===== config.mk =====
export PLATFORM = sky130hd
export DESIGN_NAME = mips_run_ctrl_flat
export DESIGN_NICKNAME = d
export VERILOG_FILES = /design/src/rtl/mips_run_ctrl_if.sv /design/src/rtl/mips_run_ctrl.sv /design/src/flat_wrapper.sv
export SDC_FILE = /design/constraint.sdc
export NUM_CORES = 1
export LEC_CHECK = 0
export CORE_MARGIN = 2
export CORE_UTILIZATION = 40
export CTS_CLUSTER_DIAMETER = 100
export DETAILED_ROUTE_END_ITERATION = 10
export PLACE_DENSITY = 0.78
export SLEW_MARGIN = 30
export SYNTH_ARGS = -nofsm -noshare
export SYNTH_HDL_FRONTEND = slang
export SYNTH_SLANG_ARGS = --single-unit

===== constraint.sdc =====
create_clock -name clk -period 3.3 [get_ports clk]
set_input_delay 0.66 -clock clk [delete_from_list [all_inputs] [get_ports clk]]
set_output_delay 0.66 -clock clk [all_outputs]
set_load 0.01 [all_outputs]

===== src/rtl/mips_run_ctrl_if.sv =====
// Trace readout bus of the MIPS run controller.
// The reader (master) pops entries; the controller (slave) returns data,
// a one-cycle valid pulse and the current fill level.
interface mips_run_ctrl_if #(
    parameter int PC_W        = 32,
    parameter int TRACE_DEPTH = 16
);
    logic                           trace_rd_en;
    logic [PC_W-1:0]                trace_rd_data;
    logic                           trace_rd_valid;
    logic [$clog2(TRACE_DEPTH):0]   trace_count;

    modport master (
        output trace_rd_en,
        input  trace_rd_data,
        input  trace_rd_valid,
        input  trace_count
    );

    modport slave (
        input  trace_rd_en,
        output trace_rd_data,
        output trace_rd_valid,
        output trace_count
    );
endinterface


===== src/rtl/mips_run_ctrl.sv =====
// Run controller for the MIPS pipeline core: sequences core reset, watches
// current_pc and ends the run on halt-PC hit, PC stall or cycle timeout.
// Optional circular PC trace is built only when RUN_CTRL_TRACE_EN is defined;
// otherwise the trace bus reads back constant zeros.
module mips_run_ctrl #(
    parameter int PC_W         = 32,
    parameter int RESET_CYCLES = 4,
    parameter int STALL_LIMIT  = 16,
    parameter int CNT_W        = 24,
    parameter int TRACE_DEPTH  = 16
) (
    input  logic              clk,
    input  logic              reset,
    input  logic              start,
    input  logic [PC_W-1:0]   halt_pc,
    input  logic [CNT_W-1:0]  timeout_cycles,
    input  logic [PC_W-1:0]   current_pc,
    output logic              core_reset,
    output logic              running,
    output logic              done,
    output logic [1:0]        status,
    output logic [CNT_W-1:0]  cycle_count,
    mips_run_ctrl_if.slave    trace
);
    localparam int RST_W   = (RESET_CYCLES > 1) ? $clog2(RESET_CYCLES) : 1;
    localparam int STALL_W = $clog2(STALL_LIMIT);

    typedef enum logic [1:0] {ST_IDLE, ST_RST, ST_RUN, ST_DONE} state_t;

    state_t             state_reg, state_next;
    logic [RST_W-1:0]   rst_cnt_reg;
    logic [STALL_W-1:0] stall_cnt_reg;
    logic [PC_W-1:0]    prev_pc_reg;
    logic [1:0]         status_reg;
    logic [CNT_W-1:0]   cycle_count_reg;
    logic [CNT_W-1:0]   cycle_inc;
    logic               pc_same, stall_hit, timeout_hit;
    logic               enter_rst, run_end;
    logic [1:0]         end_status;

    assign cycle_inc   = cycle_count_reg + CNT_W'(1);
    assign pc_same     = (current_pc == prev_pc_reg);
    // The counter holds the number of earlier matches; this cycle's match
    // brings it to STALL_LIMIT-1, i.e. the PC was seen STALL_LIMIT times.
    assign stall_hit   = pc_same && (stall_cnt_reg == STALL_W'(STALL_LIMIT - 2));
    // A saturated counter wraps cycle_inc to 0, which never matches a live timeout.
    assign timeout_hit = (timeout_cycles != '0) && (cycle_inc == timeout_cycles);

    assign status      = status_reg;
    assign cycle_count = cycle_count_reg;

    // State register
    always_ff @(posedge clk or negedge reset) begin
        if (!reset) state_reg <= ST_IDLE;
        else        state_reg <= state_next;
    end

    // Next state, end-cause priority and state-decoded outputs
    always_comb begin
        state_next = state_reg;
        core_reset = 1'b1;
        running    = 1'b0;
        done       = 1'b0;
        enter_rst  = 1'b0;
        run_end    = 1'b0;
        end_status = 2'd0;
        if (current_pc == halt_pc) end_status = 2'd1;
        else if (stall_hit)        end_status = 2'd2;
        else if (timeout_hit)      end_status = 2'd3;
        case (state_reg)
            ST_IDLE: begin
                if (start) begin
                    state_next = ST_RST;
                    enter_rst  = 1'b1;
                end
            end
            ST_RST: begin
                if (rst_cnt_reg == RST_W'(RESET_CYCLES - 1)) state_next = ST_RUN;
            end
            ST_RUN: begin
                core_reset = 1'b0;
                running    = 1'b1;
                if (end_status != 2'd0) begin
                    run_end    = 1'b1;
                    state_next = ST_DONE;
                end
            end
            ST_DONE: begin
                done = 1'b1;
                if (start) begin
                    state_next = ST_RST;
                    enter_rst  = 1'b1;
                end
            end
            default: state_next = ST_IDLE;
        endcase
    end

    // Run bookkeeping: reset-hold counter, cycle counter, stall tracking, status latch
    always_ff @(posedge clk or negedge reset) begin
        if (!reset) begin
            rst_cnt_reg     <= '0;
            stall_cnt_reg   <= '0;
            prev_pc_reg     <= '0;
            status_reg      <= 2'd0;
            cycle_count_reg <= '0;
        end else if (enter_rst) begin
            rst_cnt_reg     <= '0;
            stall_cnt_reg   <= '0;
            prev_pc_reg     <= '0;
            status_reg      <= 2'd0;
            cycle_count_reg <= '0;
        end else begin
            if (state_reg == ST_RST) rst_cnt_reg <= rst_cnt_reg + RST_W'(1);
            if (state_reg == ST_RUN) begin
                if (cycle_count_reg != '1) cycle_count_reg <= cycle_inc;
                prev_pc_reg   <= current_pc;
                stall_cnt_reg <= pc_same ? stall_cnt_reg + STALL_W'(1) : '0;
                if (run_end) status_reg <= end_status;
            end
        end
    end

`ifdef RUN_CTRL_TRACE_EN
    localparam int TA_W = $clog2(TRACE_DEPTH);
    localparam int TC_W = TA_W + 1;

    logic [PC_W-1:0] trace_mem [TRACE_DEPTH];
    logic [TA_W-1:0] wr_ptr_reg, rd_ptr_reg;
    logic [TC_W-1:0] count_reg;
    logic [PC_W-1:0] last_wr_reg, rd_data_reg;
    logic            rd_valid_reg;
    logic            trace_wr, trace_rd, trace_full;

    assign trace_full = (count_reg == TC_W'(TRACE_DEPTH));
    // Empty trace in RUN means this is the first RUN cycle: always record it.
    assign trace_wr   = (state_reg == ST_RUN) &&
                        ((count_reg == '0) || (current_pc != last_wr_reg));
    assign trace_rd   = (state_reg == ST_DONE) && trace.trace_rd_en && (count_reg != '0);

    assign trace.trace_rd_data  = rd_data_reg;
    assign trace.trace_rd_valid = rd_valid_reg;
    assign trace.trace_count    = count_reg;

    // Trace storage, kept reset-free so it maps onto block RAM
    always_ff @(posedge clk) begin
        if (trace_wr) trace_mem[wr_ptr_reg] <= current_pc;
    end

    // Ring pointers, fill level and registered readout
    always_ff @(posedge clk or negedge reset) begin
        if (!reset) begin
            wr_ptr_reg   <= '0;
            rd_ptr_reg   <= '0;
            count_reg    <= '0;
            last_wr_reg  <= '0;
            rd_data_reg  <= '0;
            rd_valid_reg <= 1'b0;
        end else if (enter_rst) begin
            wr_ptr_reg   <= '0;
            rd_ptr_reg   <= '0;
            count_reg    <= '0;
            rd_valid_reg <= 1'b0;
        end else begin
            rd_valid_reg <= trace_rd;
            if (trace_rd) begin
                rd_data_reg <= trace_mem[rd_ptr_reg];
                rd_ptr_reg  <= rd_ptr_reg + TA_W'(1);
                count_reg   <= count_reg - TC_W'(1);
            end
            if (trace_wr) begin
                last_wr_reg <= current_pc;
                wr_ptr_reg  <= wr_ptr_reg + TA_W'(1);
                // Full: the new entry replaces the oldest, so the oldest moves on.
                if (trace_full) rd_ptr_reg <= rd_ptr_reg + TA_W'(1);
                else            count_reg  <= count_reg + TC_W'(1);
            end
        end
    end
`else
    localparam int TC_W = $clog2(TRACE_DEPTH) + 1;
    logic unused_trace_rd_en;

    assign unused_trace_rd_en   = trace.trace_rd_en;
    assign trace.trace_rd_data  = '0;
    assign trace.trace_rd_valid = 1'b0;
    assign trace.trace_count    = TC_W'(0);
`endif

endmodule

===== src/flat_wrapper.sv =====
// flat-port wrapper written by rule: the top's interface ports become plain ports
module mips_run_ctrl_flat 
#(
    parameter int PC_W         = 32,
    parameter int RESET_CYCLES = 4,
    parameter int STALL_LIMIT  = 16,
    parameter int CNT_W        = 24,
    parameter int TRACE_DEPTH  = 16
)
  (clk, reset, start, halt_pc, timeout_cycles, current_pc, core_reset, running, done, status, cycle_count, trace_trace_rd_en, trace_trace_rd_data, trace_trace_rd_valid, trace_trace_count);
  mips_run_ctrl_if #(.PC_W(PC_W), .TRACE_DEPTH(TRACE_DEPTH)) trace_i ();
  input  logic clk;
  input  logic reset;
  input  logic start;
  input  logic [PC_W-1:0] halt_pc;
  input  logic [CNT_W-1:0] timeout_cycles;
  input  logic [PC_W-1:0] current_pc;
  output logic core_reset;
  output logic running;
  output logic done;
  output logic [1:0] status;
  output logic [CNT_W-1:0] cycle_count;
  input wire logic [$bits(trace_i.trace_rd_en)-1:0] trace_trace_rd_en;
  output wire logic [$bits(trace_i.trace_rd_data)-1:0] trace_trace_rd_data;
  output wire logic [$bits(trace_i.trace_rd_valid)-1:0] trace_trace_rd_valid;
  output wire logic [$bits(trace_i.trace_count)-1:0] trace_trace_count;
  assign trace_i.trace_rd_en = trace_trace_rd_en;
  assign trace_trace_rd_data = trace_i.trace_rd_data;
  assign trace_trace_rd_valid = trace_i.trace_rd_valid;
  assign trace_trace_count = trace_i.trace_count;
  mips_run_ctrl #(.PC_W(PC_W), .RESET_CYCLES(RESET_CYCLES), .STALL_LIMIT(STALL_LIMIT), .CNT_W(CNT_W), .TRACE_DEPTH(TRACE_DEPTH)) u_core (.clk(clk), .reset(reset), .start(start), .halt_pc(halt_pc), .timeout_cycles(timeout_cycles), .current_pc(current_pc), .core_reset(core_reset), .running(running), .done(done), .status(status), .cycle_count(cycle_count), .trace(trace_i));
endmodule

# [Word level (Yosys, flattened, before mapping)]
# Index checks and enable logic that the tools add are counted.
# W data, S select, Z words.
[word_totals] ff_bits=66
[classes] addsub=3 n_eq_ne=12 n_mux=27 reduce_logical=13
[op_table] operator="$mux W24" count=3
[op_table] operator="$eq A32 B32 Y1" count=2
[op_table] operator="$mux W32" count=2
[op_table] operator="$add A24 B1 Y24 const B" count=1
[op_table] operator="$eq A24 B24 Y1" count=1
[op_table] operator="$ne A24 B24 Y1 const B" count=1
[op_table] operator="$reduce_bool A24 Y1" count=1
[op_table] operator="$mux W2" count=11
[op_table] operator="$mux W4" count=3
[op_table] operator="$reduce_bool A2 Y1" count=5
[op_table] operator="$mux W1" count=7
[op_table] operator="$eq A2 B2 Y1 const B" count=3
[op_table] operator="$ne A2 B1 Y1 const B" count=3
[op_table] operator="$pmux W2 S3" count=1
[op_table] operator="$add A4 B1 Y4 const B" count=1
[op_table] operator="$eq A4 B4 Y1 const B" count=1
[op_table] operator="$reduce_and A2 Y1" count=2
[op_table] operator="$reduce_and A3 Y1" count=1
[op_table] operator="$add A2 B1 Y2 const B" count=1
[op_table] operator="$eq A2 B1 Y1 const B" count=1
[op_table] operator="$logic_and A1 B1 Y1" count=2
[op_table] operator="$logic_not A2 Y1" count=1
[op_table] operator="$reduce_or A2 Y1" count=1

# [Depth between registers and ports, before layout]
[logic_depth] word_depth=12 mapped_depth=11 depth_no_buf=9

# [Worst setup path after synthesis]
# OpenSTA, ideal clock, no wires.
[synth_path] kind="register -> register" startpoint="reg u_core.cycle_count_reg[1], in the netlist u_core.cycle_count[1]" endpoint="reg u_core.state_reg[1]" arrival_ps=2553 slack_ps=623 stages_incl_launch_ff=11 path_buffers=1 synth_period_minus_slack_ps=2677 cell_sequence="dfrtp_1 > ha_1 > nand3_1 > or3_1 > buf_2 > nor3_4 > mux2i_1 > a211oi_2 > nor4_2 > nor4_1 > a211o_1"
[synth_via] elab_chain_len=9
[synth_rtl] item="from (decl)" line="mips_run_ctrl.sv:35" rtl="logic [CNT_W-1:0] cycle_count_reg;"
[synth_rtl] item="from (signal assigned)" line="mips_run_ctrl.sv:116" rtl="if (cycle_count_reg != '1) cycle_count_reg <= cycle_inc;"
[synth_rtl] item="$add A24 B1 Y24" line="mips_run_ctrl.sv:41" rtl="assign cycle_inc = cycle_count_reg + CNT_W'(1);"
[synth_rtl] item="$eq A24 B24 Y1" line="mips_run_ctrl.sv:47" rtl="assign timeout_hit = (timeout_cycles != '0) && (cycle_inc == timeout_cycles);"
[synth_rtl] item="$logic_and A1 B1 Y1" line="mips_run_ctrl.sv:47"
[synth_rtl] item="$mux W2" line="mips_run_ctrl.sv:69" rtl="else if (timeout_hit) end_status = 2'd3;"
[synth_rtl] item="$mux W2" line="mips_run_ctrl.sv:68" rtl="else if (stall_hit) end_status = 2'd2;"
[synth_rtl] item="$mux W2" line="mips_run_ctrl.sv:67" rtl="if (current_pc == halt_pc) end_status = 2'd1;"
[synth_rtl] item="$reduce_bool A2 Y1" line="mips_run_ctrl.sv:83" rtl="if (end_status != 2'd0) begin"
[synth_rtl] item="$ne A2 B1 Y1 (no source line)"
[synth_rtl] item="$reduce_and A3 Y1 (no source line)"
[synth_rtl] item="to (signal assigned)" line="mips_run_ctrl.sv:55" rtl="else state_reg <= state_next;"
[synth_rtl] item="to (decl)" line="mips_run_ctrl.sv:30" rtl="state_t state_reg, state_next;"
# No other way between the ends.
# A chain may end at the register's enable or synchronous reset.

# [Final worst setup path]
[layout_path] startpoint="in timeout_cycles[18]" endpoint="reg u_core.state_reg[1]"
[layout_via] elab_chain_len=8 elab_cells_between_ends=9 classes_between="eq/ne (2); mux (3); reduce/logical (4)"
[layout_rtl] item="from (decl)" line="flat_wrapper.sv:16" rtl="input logic [CNT_W-1:0] timeout_cycles;"
[layout_rtl] item="$eq A24 B24 Y1 / $reduce_bool A24 Y1 (equally long branches)" line="mips_run_ctrl.sv:47"
[layout_rtl] item="$logic_and A1 B1 Y1 (*)" line="mips_run_ctrl.sv:47"
[layout_rtl] item="$mux W2 (*)" line="mips_run_ctrl.sv:69"
[layout_rtl] item="$mux W2 (*)" line="mips_run_ctrl.sv:68"
[layout_rtl] item="$mux W2 (*)" line="mips_run_ctrl.sv:67"
[layout_rtl] item="$reduce_bool A2 Y1 (*)" line="mips_run_ctrl.sv:83"
[layout_rtl] item="$ne A2 B1 Y1 (no source line) (*)"
[layout_rtl] item="$reduce_and A3 Y1 (no source line) (*)"
# Mark *: on every way between the ends. The rest lies on a longest branch, timed or not.

==> out/results.ini <==
[outcome]
status=complete, no violations

[cts]
path_clk_slew_ns=0.06
h-tree-depth=3
clock_latency_ns=0.33
cts_root_buffer=clkbuf_16
cts_buffer_depth=2
numCtsBuffers=9
cts_tree=yes
ctsResizeCount=0
postCtsHoldBufs=0
cts_setup_buffers=0
cts.sinks=66

[synth]
avgSynthCellArea_um2=8.91
synth_top_cell_by_area=dfrtp_1
synth-async-reset-ratio=1.00
synth-edff-count=0
syn_area_um2=5080
yosysMostFrequentCell=xor2_1
ys.flop_type=dfrtp_1
synthCells=570
synth_area_leaders=dfrtp_1 (33%), xor2_1 (13%), mux2i_1 (6.9%)
synth.distinct_cells=57
ys_ff_latch=66
yosysWarningCount=0
seq_area_frac_synth=0.325
synth_commonest_cells=xor2_1 (77), nor2_1 (67), dfrtp_1 (66)
post-synth-top-area-fraction=0.325

[setup_path]
critPathKind=input port to flop
worst-path-buf-inv=2
start_kind=input port
path_delay_family=compound AO/OA/AOI/OAI gates
slowest_delay_ns=0.47
crit_cells=10
end_kind=flop
reg2reg_slack_ns=0.39
regToRegEndpoint=u_core.state_reg[1]$_DFFE_PN0P_
cpMaxStageDelayCell=clkdlybuf4s50_1
worst-endpoint-arrival_ns=3.15
crit_chain=clkdlybuf4s50_1 > xnor2_1 > a21oi_1 > a311o_1 > nor3_1 > buf_4 > o2111ai_1 > nor4_2 > nor4_1 > a211o_1
path_max_fanout=4
critPathCapture=u_core.state_reg[1]$_DFFE_PN0P_
cp.required_ns=3.51
r2r-start=u_core.cycle_count[9]$_DFFE_PN0P_
r2r_cells=8
cp-startpoint=timeout_cycles[18]

[placement]
io_buffer_count=119
place_ws_ns=0.0846
place_hpwl_mm=11.0
finalWeightedCongestion=0.876

[grt]
grt_pass1_vias=4410
grt.total_usage=0.206
grt_first_pass_wirelength_mm=22.1
overflow=0
grt_start_max_net_pins=41
antenna_found_initial=0

[floorplanning]
die_w_um=117
core_area_um2=12500
num_rows=41
dieHeight_um=117
start_util=0.406
io-pin-count=159
dieArea_um2=13600

[route]
route.vias.total=4515
dr.pass1.iters=5
viasPerCell=5.23
wl_mm=14.0
drtIter0Drc=247
wl_per_cell_um=16.2
drc=0
final_antenna_net_count=0

[sta]
rsz0062_at_grt=false
hold_viol=0
finClkSkew_ns=0.00795
max_clock_freq_mhz=340
slew_viol_final=0
finalSetupViolCount=0
fin_crit_ns=2.94
setup_tns_ns=0
timing.final.crit_share=0.892
finalWorstSetupSlack_ns=0.358
slew_headroom=0.499
worst_pin_slew_ns=0.748

[pwr]
ir_drop_mv=0.287
powerDensity_nw_per_um2=512
p_leak_uw=0.00275

[finish]
layout-drive-gt1-share=0.0723
syn_to_final_growth_pct=31.1
antenna_cells=0
fin_nets=787
fin_util=0.532
largest_reg_flops=32
fillers=1148

[min_path]
hold_class=input port to asynchronous set/reset pin

[flow_run]
max_cap_violations=0

[worst reg2reg max path, stage by stage (launching register included)]
cell,delay (ns)
dfrtp_1,0.64
nand4_4,0.23
or4_4,0.56
o311ai_1,0.28
nand4_1,0.14
a21oi_1,0.30
nor2_1,0.09
a211o_1,0.29
a211o_1,0.26
[worst min path at each step]
stage | startpoint | end | slack, ns | cells past startpoint
floorplan | reset | u_core.cycle_count[0]$_DFFE_PN0P_ | 0.36 | 0
global placement | u_core.stall_cnt_reg[3]$_DFFE_PN0P_ | u_core.stall_cnt_reg[3]$_DFFE_PN0P_ | 0.47 | 1
detailed placement | u_core.stall_cnt_reg[3]$_DFFE_PN0P_ | u_core.stall_cnt_reg[3]$_DFFE_PN0P_ | 0.50 | 1
CTS | reset | u_core.cycle_count[16]$_DFFE_PN0P_ | 0.38 | 1
global route | reset | u_core.cycle_count[13]$_DFFE_PN0P_ | 0.41 | 1
finish | reset | u_core.cycle_count[16]$_DFFE_PN0P_ | 0.37 | 1
[logic make-up (layout without fill, tap and decap cells)]
| group | after synthesis | count (layout) | share of synthesized area |
|---|---|---|---|
| adders and majority gates | 8 | 8 | 0.0197 |
| DFF | 66 | 66 | 0.325 |
| AOI/OAI and AO/OA | 63 | 63 | 0.0813 |
| xor gates and xnor gates | 108 | 108 | 0.186 |
| muxes | 35 | 35 | 0.0690 |
| buffers and inverters | 77 | 162 | 0.0875 |
| and+or+nand+nor | 212 | 212 | 0.230 |
| other | 1 | 38 | 0.000738 |
[area by class of cell]
class | instances | area [um^2] | share of cell area
flip-flops and latches | 66 | 1650 | 0.248
clock inverters | 6 | 90.1 | 0.0135
clock buffers | 10 | 229 | 0.0344
multi-input cells | 464 | 3130 | 0.469
inverters | 11 | 41.3 | 0.00620
well taps | 172 | 215 | 0.0323
repair buffers | 135 | 1310 | 0.196
[metrics by stage]
| stage | hold WS (ns) | total power (uW) | cell area [um^2] | instances |
|---|---|---|---|---|
| final | 0.365 | 3410 | 6660 | 864 |
| after global routing | 0.409 | 3620 | 6660 | 864 |
| after CTS | 0.377 | 3430 | 6660 | 864 |
| after detailed placement | 0.496 | 2390 | 6340 | 848 |
| after global placement | 0.470 | 2320 | 6340 | 848 |
| after floorplan | 0.364 | 1980 | 5220 | 607 |
[power breakdown]
group | switching [uW] | internal [uW] | total (uW)
clock network | 363 | 664 | 1030
registers | 141 | 1000 | 1140
logic | 681 | 556 | 1240
total | 1180 | 2220 | 3410
[layout by cell type (no fill, tap or decap), types with 14 or more instances in the layout]
| master | count |
|---|---|
| clkdlybuf4s50_1 | 118 |
| xor2_1 | 77 |
| nor2_1 | 67 |
| dfrtp_1 | 66 |
| conb_1 | 38 |
| mux2i_1 | 35 |
| nor4_1 | 34 |
| xnor2_1 | 31 |
| nand2_1 | 26 |
| nand3_1 | 17 |
| o21ai_0 | 17 |
| a21oi_1 | 17 |
| buf_4 | 16 |
| nand4_1 | 14 |
[per-layer routing]
layer,global-route usage,part of all wire,vias to the layer above
met4,0.0620,0.018,0
met3,0.0239,0.038,18
met2,0.348,0.51,122
li1,-,-,2175
met1,0.278,0.44,2200
met5,0,0,-
(Power assumes the default switching activity.)
